File: src/rtl/seg_pkg.sv
// seg_pkg: shared definitions for the multiplexed 7-segment scanner.
//   - SEG_BLANK: all segments off (active-low drive)
//   - segment bit order is {a,b,c,d,e,f,g}, a in the MSB
//   - scan_state_t: scanner FSM states
//   - DEF_*: default timing / size constants
package seg_pkg;

    localparam logic [6:0] SEG_BLANK = 7'h7F;

    localparam int DEF_NDIG  = 4;
    localparam int DEF_DIV   = 50000;
    localparam int DEF_BLANK = 16;

    typedef enum logic [1:0] {
        ST_IDLE  = 2'd0,
        ST_BLANK = 2'd1,
        ST_SHOW  = 2'd2
    } scan_state_t;

endpackage

File: src/rtl/seg_scan_ctrl_if.sv
// seg_scan_ctrl_if: value-bus side of the display scanner.
//   en      scan enable (0 = display dark)
//   lz_en   leading-zero suppression enable
//   load    one-cycle strobe capturing data_in / dp_in
//   data_in display value, nibble k = digit k (digit 0 = LS nibble)
//   dp_in   decimal point per digit, 1 = lit
//   busy    a loaded value is waiting for the next frame boundary
// master = system side, slave = scanner.
interface seg_scan_ctrl_if #(
    parameter int NDIG = 4
);
    logic                en;
    logic                lz_en;
    logic                load;
    logic [4*NDIG-1:0]   data_in;
    logic [NDIG-1:0]     dp_in;
    logic                busy;

    modport master (output en, lz_en, load, data_in, dp_in, input busy);
    modport slave  (input en, lz_en, load, data_in, dp_in, output busy);
endinterface

File: src/rtl/seg_scan_ctrl_top.sv
// dec_7seg: combinational hex to 7-segment decoder, active-low {a..g}.
//   D   nibble in
//   SEG segment pattern out (0 -> 7'b0000001)
// seg_scan_top: scanner plus its single shared decoder.
//   clk, rst_n      clock / async active-low reset
//   bus             value bus (slave side)
//   frame_done      one-cycle pulse after the last digit slot
//   seg_n/dp_n/an_n registered board display pins
module dec_7seg
    import seg_pkg::*;
(
    input  logic [3:0] D,
    output logic [6:0] SEG
);
    always_comb begin
        SEG = SEG_BLANK;
        case (D)
            4'h0: SEG = 7'b0000001;
            4'h1: SEG = 7'b1001111;
            4'h2: SEG = 7'b0010010;
            4'h3: SEG = 7'b0000110;
            4'h4: SEG = 7'b1001100;
            4'h5: SEG = 7'b0100100;
            4'h6: SEG = 7'b0100000;
            4'h7: SEG = 7'b0001101;
            4'h8: SEG = 7'b0000000;
            4'h9: SEG = 7'b0000100;
            4'hA: SEG = 7'b0001000;
            4'hB: SEG = 7'b1100000;
            4'hC: SEG = 7'b0110001;
            4'hD: SEG = 7'b1000010;
            4'hE: SEG = 7'b0110000;
            4'hF: SEG = 7'b0111000;
            default: SEG = SEG_BLANK;
        endcase
    end
endmodule

module seg_scan_top #(
    parameter int NDIG  = 4,
    parameter int DIV   = 50000,
    parameter int BLANK = 16
) (
    input  logic            clk,
    input  logic            rst_n,
    seg_scan_ctrl_if.slave  bus,
    output logic            frame_done,
    output logic [6:0]      seg_n,
    output logic            dp_n,
    output logic [NDIG-1:0] an_n
);
    logic [3:0] dig_code;
    logic [6:0] seg_dec;

    seg_scan_ctrl #(
        .NDIG  (NDIG),
        .DIV   (DIV),
        .BLANK (BLANK)
    ) u_ctrl (
        .clk        (clk),
        .rst_n      (rst_n),
        .bus        (bus),
        .frame_done (frame_done),
        .dig_code   (dig_code),
        .seg_in     (seg_dec),
        .seg_n      (seg_n),
        .dp_n       (dp_n),
        .an_n       (an_n)
    );

    dec_7seg u_dec (
        .D   (dig_code),
        .SEG (seg_dec)
    );
endmodule

File: src/rtl/seg_scan_ctrl.sv
// seg_scan_ctrl: time-division scanner for NDIG common-anode digits
// sharing one external hex decoder.
//   clk, rst_n  clock / async active-low reset
//   bus         value bus (slave): en, lz_en, load, data_in, dp_in, busy
//   frame_done  one-cycle pulse after the last digit slot of a frame
//   dig_code    nibble presented to the shared decoder
//   seg_in      decoder output, active-low {a..g}
//   seg_n, dp_n, an_n  registered display drive, all active-low
// Each digit slot is DIV cycles: BLANK dark cycles, then SHOW cycles.
// A loaded value waits in a pending buffer and is committed only at a
// frame boundary so a frame never mixes old and new digits.
module seg_scan_ctrl
    import seg_pkg::*;
#(
    parameter int NDIG  = DEF_NDIG,
    parameter int DIV   = DEF_DIV,
    parameter int BLANK = DEF_BLANK
) (
    input  logic            clk,
    input  logic            rst_n,
    seg_scan_ctrl_if.slave  bus,
    output logic            frame_done,
    output logic [3:0]      dig_code,
    input  logic [6:0]      seg_in,
    output logic [6:0]      seg_n,
    output logic            dp_n,
    output logic [NDIG-1:0] an_n
);
    localparam int IDX_W = $clog2(NDIG);
    localparam int CNT_W = $clog2(DIV);

    scan_state_t       state_q, state_d;
    logic [IDX_W-1:0]  idx_q, idx_d;
    logic [CNT_W-1:0]  cnt_q, cnt_d;
    logic [4*NDIG-1:0] active_q, active_d;
    logic [NDIG-1:0]   active_dp_q, active_dp_d;
    logic [4*NDIG-1:0] pend_q, pend_d;
    logic [NDIG-1:0]   pend_dp_q, pend_dp_d;
    logic              pend_vld_q, pend_vld_d;
    logic [6:0]        seg_n_q, seg_n_d;
    logic              dp_n_q, dp_n_d;
    logic [NDIG-1:0]   an_n_q, an_n_d;
    logic [3:0]        dig_code_q, dig_code_d;
    logic              frame_done_q, frame_done_d;

    logic              last_slot_end;
    logic              commit;
    logic [3:0]        nib_d [NDIG];
    logic [NDIG-1:0]   hi_zero;

    // nib_d: digits of the value that will be active next cycle, so the
    // nibble latched at a frame start already reflects the commit.
    // hi_zero[k]: digits k..NDIG-1 of the active value are all zero.
    for (genvar gi = 0; gi < NDIG; gi++) begin : g_dig
        assign nib_d[gi]   = active_d[4*gi +: 4];
        assign hi_zero[gi] = (active_q[4*NDIG-1:4*gi] == '0);
    end

    assign last_slot_end = (state_q == ST_SHOW) &&
                           (cnt_q == CNT_W'(DIV-1)) &&
                           (idx_q == IDX_W'(NDIG-1));

    // IDLE commits every cycle so a load while dark takes effect at once.
    assign commit = (state_q == ST_IDLE) || (bus.en && last_slot_end);

    // Next-state and registered-output logic
    always_comb begin
        state_d      = state_q;
        idx_d        = idx_q;
        cnt_d        = cnt_q;
        active_d     = active_q;
        active_dp_d  = active_dp_q;
        pend_d       = pend_q;
        pend_dp_d    = pend_dp_q;
        pend_vld_d   = pend_vld_q;
        seg_n_d      = SEG_BLANK;
        dp_n_d       = 1'b1;
        an_n_d       = '1;
        dig_code_d   = dig_code_q;
        frame_done_d = bus.en && last_slot_end;

        if (!bus.en) begin
            state_d = ST_IDLE;
            idx_d   = '0;
            cnt_d   = '0;
        end else begin
            case (state_q)
                ST_IDLE: begin
                    state_d = ST_BLANK;
                    idx_d   = '0;
                    cnt_d   = '0;
                end
                ST_BLANK: begin
                    cnt_d = cnt_q + CNT_W'(1);
                    if (cnt_q == CNT_W'(BLANK-1)) begin
                        state_d = ST_SHOW;
                    end
                end
                ST_SHOW: begin
                    if (cnt_q == CNT_W'(DIV-1)) begin
                        cnt_d   = '0;
                        state_d = ST_BLANK;
                        idx_d   = (idx_q == IDX_W'(NDIG-1)) ? '0 : idx_q + IDX_W'(1);
                    end else begin
                        cnt_d = cnt_q + CNT_W'(1);
                    end
                end
                default: begin
                    state_d = ST_IDLE;
                    idx_d   = '0;
                    cnt_d   = '0;
                end
            endcase
        end

        // Load handshake: a load on the commit cycle bypasses pending.
        if (commit) begin
            if (bus.load) begin
                active_d    = bus.data_in;
                active_dp_d = bus.dp_in;
            end else if (pend_vld_q) begin
                active_d    = pend_q;
                active_dp_d = pend_dp_q;
            end
            pend_vld_d = 1'b0;
        end else if (bus.load) begin
            pend_d     = bus.data_in;
            pend_dp_d  = bus.dp_in;
            pend_vld_d = 1'b1;
        end

        // The decoder input changes only on slot entry, giving it the
        // whole blanking interval to settle before seg_in is sampled.
        if (state_d == ST_BLANK && state_q != ST_BLANK) begin
            dig_code_d = nib_d[idx_d];
        end

        if (state_d == ST_SHOW &&
            !(bus.lz_en && idx_d != '0 && hi_zero[idx_d])) begin
            an_n_d[idx_d] = 1'b0;
            seg_n_d       = seg_in;
            dp_n_d        = ~active_dp_q[idx_d];
        end
    end

    always_ff @(posedge clk or negedge rst_n) begin
        if (!rst_n) begin
            state_q      <= ST_IDLE;
            idx_q        <= '0;
            cnt_q        <= '0;
            active_q     <= '0;
            active_dp_q  <= '0;
            pend_q       <= '0;
            pend_dp_q    <= '0;
            pend_vld_q   <= 1'b0;
            seg_n_q      <= SEG_BLANK;
            dp_n_q       <= 1'b1;
            an_n_q       <= '1;
            dig_code_q   <= '0;
            frame_done_q <= 1'b0;
        end else begin
            state_q      <= state_d;
            idx_q        <= idx_d;
            cnt_q        <= cnt_d;
            active_q     <= active_d;
            active_dp_q  <= active_dp_d;
            pend_q       <= pend_d;
            pend_dp_q    <= pend_dp_d;
            pend_vld_q   <= pend_vld_d;
            seg_n_q      <= seg_n_d;
            dp_n_q       <= dp_n_d;
            an_n_q       <= an_n_d;
            dig_code_q   <= dig_code_d;
            frame_done_q <= frame_done_d;
        end
    end

    assign bus.busy   = pend_vld_q;
    assign frame_done = frame_done_q;
    assign dig_code   = dig_code_q;
    assign seg_n      = seg_n_q;
    assign dp_n       = dp_n_q;
    assign an_n       = an_n_q;

endmodule
File: src/flat_wrapper.sv
// flat-port wrapper written by rule: the top's interface ports become plain ports
module seg_scan_top_flat 
#(
    parameter int NDIG  = 4,
    parameter int DIV   = 50000,
    parameter int BLANK = 16
)
  (clk, rst_n, frame_done, seg_n, dp_n, an_n, bus_en, bus_lz_en, bus_load, bus_data_in, bus_dp_in, bus_busy);
  seg_scan_ctrl_if #(.NDIG(NDIG)) bus_i ();
  input  logic clk;
  input  logic rst_n;
  output logic frame_done;
  output logic [6:0] seg_n;
  output logic dp_n;
  output logic [NDIG-1:0] an_n;
  input wire logic [$bits(bus_i.en)-1:0] bus_en;
  input wire logic [$bits(bus_i.lz_en)-1:0] bus_lz_en;
  input wire logic [$bits(bus_i.load)-1:0] bus_load;
  input wire logic [$bits(bus_i.data_in)-1:0] bus_data_in;
  input wire logic [$bits(bus_i.dp_in)-1:0] bus_dp_in;
  output wire logic [$bits(bus_i.busy)-1:0] bus_busy;
  assign bus_i.en = bus_en;
  assign bus_i.lz_en = bus_lz_en;
  assign bus_i.load = bus_load;
  assign bus_i.data_in = bus_data_in;
  assign bus_i.dp_in = bus_dp_in;
  assign bus_busy = bus_i.busy;
  seg_scan_top #(.NDIG(NDIG), .DIV(DIV), .BLANK(BLANK)) u_core (.clk(clk), .rst_n(rst_n), .bus(bus_i), .frame_done(frame_done), .seg_n(seg_n), .dp_n(dp_n), .an_n(an_n));
endmodule
File: config.mk
export PLATFORM = sky130hd
export DESIGN_NAME = seg_scan_top_flat
export DESIGN_NICKNAME = d
export VERILOG_FILES = /design/src/rtl/seg_pkg.sv /design/src/rtl/seg_scan_ctrl_if.sv /design/src/rtl/seg_scan_ctrl_top.sv /design/src/rtl/seg_scan_ctrl.sv /design/src/flat_wrapper.sv
export SDC_FILE = /design/constraint.sdc
export NUM_CORES = 1
export LEC_CHECK = 0
export ABC_AREA = 1
export CORE_UTILIZATION = 40
export DETAILED_ROUTE_END_ITERATION = 6
export GPL_TIMING_DRIVEN = 0
export PLACE_DENSITY_LB_ADDON = 0.05
export SYNTH_ARGS = -nofsm -noshare
export SYNTH_HDL_FRONTEND = slang
export SYNTH_SLANG_ARGS = --single-unit
File: constraint.sdc
create_clock -name clk -period 2.2 [get_ports clk]
set_input_delay 0.33 -clock clk [delete_from_list [all_inputs] [get_ports clk]]
set_output_delay 0.33 -clock clk [all_outputs]
set_load 0.03 [all_outputs]
After elaboration in Yosys (flattened, before gate mapping) --
Memories as Yosys holds them, arrays and structs flattened. Cells that the tools add are included. Widths: inputs -> output; s select.
Word-level totals: output and inout port bits 14, memories 1, memory bits (read-only) 112, input port bits 25, logic and storage cells 81, register bits 78
Cells by class: bitwise logic cells 4, add/sub/neg operators 2, reductions and logical operators 20, muxes and demuxes 30, equal/unequal tests 8, $lt $le $gt $ge 3
Memory list:
- (no name shown) | words 16, width 7, read ports 1, clocked after Yosys merged registers in 0, wr ports 0, RTL line seg_scan_ctrl_top.sv:17 | case (D)
Operators by type and width (count):
- $mux 16 | 5
- $pmux 16 s2 | 1
- $mux 4 | 5
- $add 16x1->16 const B | 1
- $eq 16x16->1 const B | 1
- $eq 16x4->1 const B | 1
- $logic_not 16->1 | 1
- $logic_not 12->1 | 1
- $mux 2 | 6
- $bmux 4 s2 | 1
- $logic_and 1x1->1 | 8
- $logic_not 8->1 | 1
- $mux 7 | 1
- $eq 2x2->1 const B | 3
- $mux 1 | 6
- $pmux 2 s3 | 1
- $reduce_bool 2->1 | 3
- $bmux 1 s2 | 2
- $eq 2x1->1 const B | 2
- $logic_not 4->1 | 1
- $not 4->4 | 1
- $pmux 2 s2 | 1
- $reduce_and 2->1 | 2
- $ge 3x3->1 const B | 1
- other kinds (10) | 11

Longest topological paths before layout --
Gate-level depths: netlist of run 1.
depth in word-level cells 11, mapped depth 16, gate-level depth less buffers 15

Cells and area by module --
A second synthesis of run 1 with hierarchy kept.
Unflattened totals: cells, all modules 576, area, all modules 4406.7 sq um
Modules (own cells, without submodules):
- seg_scan_ctrl | sequential area each 1966.9 sq um, cells an instance 526, instances 1, area each 4145.2 sq um
- dec_7seg | sequential area each 0.0 sq um, cells an instance 50, instances 1, area each 261.5 sq um

Worst setup path before layout of run 1 --
Ideal clock, no wire load.
path kind reg-to-reg, from reg u_core.u_ctrl.cnt_q[0], to reg u_core.u_ctrl.pend_dp_q[0], data arrival time 1.623 ns, path slack 0.452 ns, library setup time 0.125 ns, cell stages (with the launch flop) 9, path buffers 0, period minus slack after synthesis 1.748 ns, required time 2.075 ns, cell sequence dfrtp_1 -> ha_1 -> nand3_2 -> nor2_2 -> nand4_4 -> nand2_4 -> inv_2 -> nand2_4 -> mux2_2
Between the ends: word-level cells in the longest chain between the ends 7
Ends and longest elaborated chain:
- start, declared | RTL line seg_scan_ctrl.sv:34 | logic [CNT_W-1:0] cnt_q, cnt_d;
- start signal, assigned | RTL line seg_scan_ctrl.sv:164 | cnt_q <= cnt_d;
- $eq 16x16->1 | RTL line seg_scan_ctrl.sv:60 | (cnt_q == CNT_W'(DIV-1)) &&
- $logic_and 1x1->1 | RTL line seg_scan_ctrl.sv:59 | assign last_slot_end = (state_q == ST_SHOW) &&
- $logic_and 1x1->1 | RTL line seg_scan_ctrl.sv:60
- $logic_and 1x1->1 | RTL line seg_scan_ctrl.sv:64 | assign commit = (state_q == ST_IDLE) || (bus.en && last_slot_end);
- $logic_or 1x1->1 | RTL line seg_scan_ctrl.sv:64
- $not 1->1 (no source line)
- $reduce_and 2->1 (no source line)
- end signal, assigned | RTL line seg_scan_ctrl.sv:168 | pend_dp_q <= pend_dp_d;
- end, declared | RTL line seg_scan_ctrl.sv:38 | logic [NDIG-1:0] pend_dp_q, pend_dp_d;
Every way passes these cells. A chain may end at the register's enable or synchronous reset.

Final worst setup path of run 1 --
from reg u_core.u_ctrl.cnt_q[0], to reg u_core.u_ctrl.dig_code_q[3] (netlist: u_core.u_ctrl.dig_code[3])
Between the ends: word-level cells in the longest chain between the ends 9, elaborated cells between the ends (all ways) 20, those cells by class 3 x eq/ne; 11 x mux; 1 x bitwise; 5 x reduce/logical
Ends and longest elaborated chain:
- $eq 16x16->1 | RTL line seg_scan_ctrl.sv:60
- $logic_and 1x1->1 | RTL line seg_scan_ctrl.sv:59
- $logic_and 1x1->1 | RTL line seg_scan_ctrl.sv:60
- $logic_and 1x1->1 | RTL line seg_scan_ctrl.sv:64
- $logic_or 1x1->1 | RTL line seg_scan_ctrl.sv:64
- $mux 16 | RTL line seg_scan_ctrl.sv:117 | if (commit) begin
- named net u_core.u_ctrl.active_d[7] | RTL line seg_scan_ctrl.sv:35 | logic [4*NDIG-1:0] active_q, active_d;
- $bmux 4 s2 | RTL line seg_scan_ctrl.sv:135 | dig_code_d = nib_d[idx_d];
- $mux 4 (implied by the code) (2 in a row) | RTL line seg_scan_ctrl.sv:135
- end signal, assigned | RTL line seg_scan_ctrl.sv:173 | dig_code_q <= dig_code_d;
- end, declared | RTL line seg_scan_ctrl.sv:43 | logic [3:0] dig_code_q, dig_code_d;
The timed path passes the listed nets, and every way through them passes these cells. The select of a mux whose other input is x is not followed.

==> results of run 1 <==
[metrics by stage]
stage | util | area, um^2
2_1_floorplan | - | 4280
3_3_place_gp | 0.468 | 4830
6_report | 0.491 | 5060
4_1_cts | 0.488 | 5040
5_1_grt | 0.491 | 5060
3_5_place_dp | 0.470 | 4850
[worst max path at each step]
stage,endpoint,startpoint,depth (start not counted)
2_1_floorplan,u_core.u_ctrl.pend_dp_q[0]$_DFFE_PN0P_,u_core.u_ctrl.cnt_q[0]$_DFF_PN0_,8
3_3_place_gp,u_core.u_ctrl.pend_dp_q[1]$_DFFE_PN0P_,rst_n,1
3_5_place_dp,u_core.u_ctrl.dig_code[1]$_DFFE_PN0P_,bus_load,13
4_1_cts,u_core.u_ctrl.seg_n[3]$_DFF_PN1_,u_core.u_ctrl.cnt_q[0]$_DFF_PN0_,12
5_1_grt,u_core.u_ctrl.dig_code[3]$_DFFE_PN0P_,u_core.u_ctrl.cnt_q[0]$_DFF_PN0_,15
6_report,u_core.u_ctrl.dig_code[3]$_DFFE_PN0P_,u_core.u_ctrl.cnt_q[0]$_DFF_PN0_,14
[power groups by stage]
stage          clock network [uW]  registers [uW]  logic, uW
2_1_floorplan                   0            1680        470
6_report                      985            1690        672
5_1_grt                      1080            1710        777
3_3_place_gp                    0            1710        654
3_5_place_dp                    0            1710        670
4_1_cts                      1020            1690        674
[cells in the final DEF, fill, tap and decap left out, drive strengths merged, types with 2 or more instances in the layout]
master	n
a21oi	12
a31oi	6
and3	2
buf	14
clkbuf	23
clkdlybuf4s50	37
clkinvlp	2
dfrtp	66
dfstp	12
ha	11
inv	55
mux2	4
nand2	213
nand3	36
nand3b	2
nand4	12
nor2	39
nor3	10
nor4	2
o21ai	41
o22ai	2
xor2	3
[timing repair]
item | in CTS | in global routing
hold buffers | 1 | 0
gates resized for setup | 1 | 11
setup endpoints to repair | 10 | 24
hold endpoints to repair | 15 | 0
pin swaps | 0 | 0
setup buffers | 0 | 0
[kinds of logic (layout without fill, tap and decap cells)]
family,after synthesis,after routing,share of synthesized area
and+or+nand+nor,317,317,0.330
DFF,78,78,0.460
AOI/OAI and AO/OA,65,65,0.0840
buffers and inverters,76,132,0.0755
adders and majority gates,11,11,0.0322
muxes,4,4,0.0105
xor gates and xnor gates,4,4,0.00819
[cell type report]
class | count | area, um^2 | share of cell area
Clock inverter | 1 | 7.51 | 0.00148
Multi-Input combinational cell | 401 | 2000 | 0.394
Tap cell | 136 | 170 | 0.0336
Sequential cell | 78 | 1970 | 0.388
Timing Repair Buffer | 40 | 415 | 0.0820
Inverter | 56 | 216 | 0.0427
Buffer | 20 | 125 | 0.0247
Clock buffer | 15 | 166 | 0.0329
[metal layers]
| layer | track usage | wire length (um) |
|---|---|---|
| met1 | 0.250 | 4750 |
| met2 | 0.297 | 4390 |
| met3 | 0.0353 | 291 |
| met4 | 0.0664 | 96 |
| met5 | 0 | 0 |
[sequential cells by signal (all words and copies together) (netlist names), 4 cells and up]
register and count:
u_core.u_ctrl.active_dp_q 4, u_core.u_ctrl.pend_q 16, u_core.u_ctrl.active_q 16, u_core.u_ctrl.seg_n 7
u_core.u_ctrl.pend_dp_q 4, u_core.u_ctrl.dig_code 4, u_core.u_ctrl.an_n 4, u_core.u_ctrl.cnt_q 16
==> impl_results.md, run 1 <==
- Status: completed
- Row count: 37
- Clock power frac: 0.295
- Slew Limit Fails: 0
- Via count: 3592
- Mean Syn Cell Area: 7.71 um^2
- Die H: 105 um
- Total track usage: 0.186
- CP bufs+invs: 1
- Worst Reg-to-Reg Cells: 14
- Antenna Violating Nets Remaining: 0
- Slowest CP cell: dfrtp_1
- Critical path, cell by cell: ha_2 > nand3_2 > nor2_2 > nand4_4 > nand2_4 > buf_12 > nand2_2 > nand2_2 > nand2_1 > nand2_1 > nand2_1 > nand2_1 > nand2_1 > nand2_1
- Top post-synthesis cells by count: 190 x nand2_1, 66 x dfrtp_1, 51 x inv_1, 37 x nor2_1, 33 x nand3_1
- Core Footprint: 10300 um^2
- TritonCTS clock tree: done
- Final HPWL DP: 7.11 mm
- Htree depth: 3
- LEAKAGE: 0.00241 uW
- Psw: 1020 uW
- Synthesized net count: 591
- Final hold viol count: 0
- Maximum clock frequency: 503 MHz
- Cell area after synthesis: 4280 um^2
- Setup_tns: 0 ns
- Nets: 642
- MaxCap Viol Count: 0
- Startpoint types: flop
- Gr ovfl total: 0
- Post-synthesis sequential area ratio: 0.460
- Setup violators final: 0
- R2R Path End: u_core.u_ctrl.dig_code[3]$_DFFE_PN0P_
- Pre-CTS setup slack: -0.0816 ns
- Comb pwr share: 0.201
- Layout cells sized above 1: 0.142
- CP max FO: 10
- Port Buf Inserts: 38
- Synth Flop Type: dfrtp_1
- Clock Path Buffers: 2
- Critical Path AT: 2.27 ns
- Peak supply drop: 0.306 mV
- TritonCTS Buffers: 9
- Sequential Power Share: 0.504
- Number of global-route vias before repair: 3368
- Final Skew: 0.0166 ns
- Unrepaired setup endpoints after global routing: true
- Synth top area share: 0.386
- Cells after Synth: 555
- Crit. End Element: flop
- Post-layout minimum cycle time: 1.99 ns
- Internal power: 2330 uW
- Cell family with most CP delay: simple AND/OR/NAND/NOR gates
- Cell Count, Final, Fillers Out: 747
- Antenna violations before repair: 0
- Synth unique cells: 40
- Synth async-reset ratio: 1.00
- HP Class: input port to async pin
- Die Wd: 105 um
- Pin slew with the least headroom to its limit: 0.402 ns
- Largest net degree at the start of global routing: 52
- First-pass GRT wire length: 16.4 mm
- Wire per inst: 12.8 um
- Final Hold Slack: 0.431 ns
- Total chip power: 3340 uW
- EDFF count, synth: 0
- Power per cell area: 660 nW/um^2
- Starting Density: 0.414
- Reg-to-Reg Start: u_core.u_ctrl.cnt_q[0]$_DFF_PN0_
- DRT Wirelength: 9.53 mm
- CTS sink cnt: 78
- CP Class: flop to flop
- # DRC: 0
- Antenna cells: 0
- Clk slew on worst S/H paths: 0.09 ns
- Setup WS post-layout: 0.211 ns
- Vias per cell: 4.81
- Critical Path Max Stage Delay: 0.37 ns
- Slew headroom: 0.732
- Gp weighted congestion: 0.829
- Crit path required time: 2.48 ns
- Inst Count DP: 730
- Filler Cell Count: 1054
- Sw Ratio: 0.304
- CTS root buf: clkbuf_8
- Most frequent cell after synthesis: nand2_1
- Yosys top cell by area: dfrtp_1
- Reg2Reg Setup Slack: 0.21 ns
- Area contributors post-synth: dfrtp_1 39%, nand2_1 17%, dfstp_2 7.4%
- Drt first pass iters: 5
- First DRT Iteration DRCs: 104
- Syn-to-layout area delta: 18.4%
- Die area: 11100 um^2
- Synth warn: 0
- Crit path top cell by count: nand2_1
- Final period utilization: 0.904
- Clock latency on the worst-skew pair: 0.35 ns
- Seq cells post-synth: 78
- # IOs: 39
No activity file was read; power rests on OpenSTA's default activity.
==> run 2: changes to the inputs <==
--- a/config.mk
+++ b/config.mk
@@ -6,6 +6,7 @@
 export NUM_CORES = 1
 export LEC_CHECK = 0
 export ABC_AREA = 1
+export CAP_MARGIN = 10
 export CORE_UTILIZATION = 40
 export DETAILED_ROUTE_END_ITERATION = 6
 export GPL_TIMING_DRIVEN = 0
==> results of run 2 <==
Same layout as run 1: the final DEF is identical, and so are final timing and power.
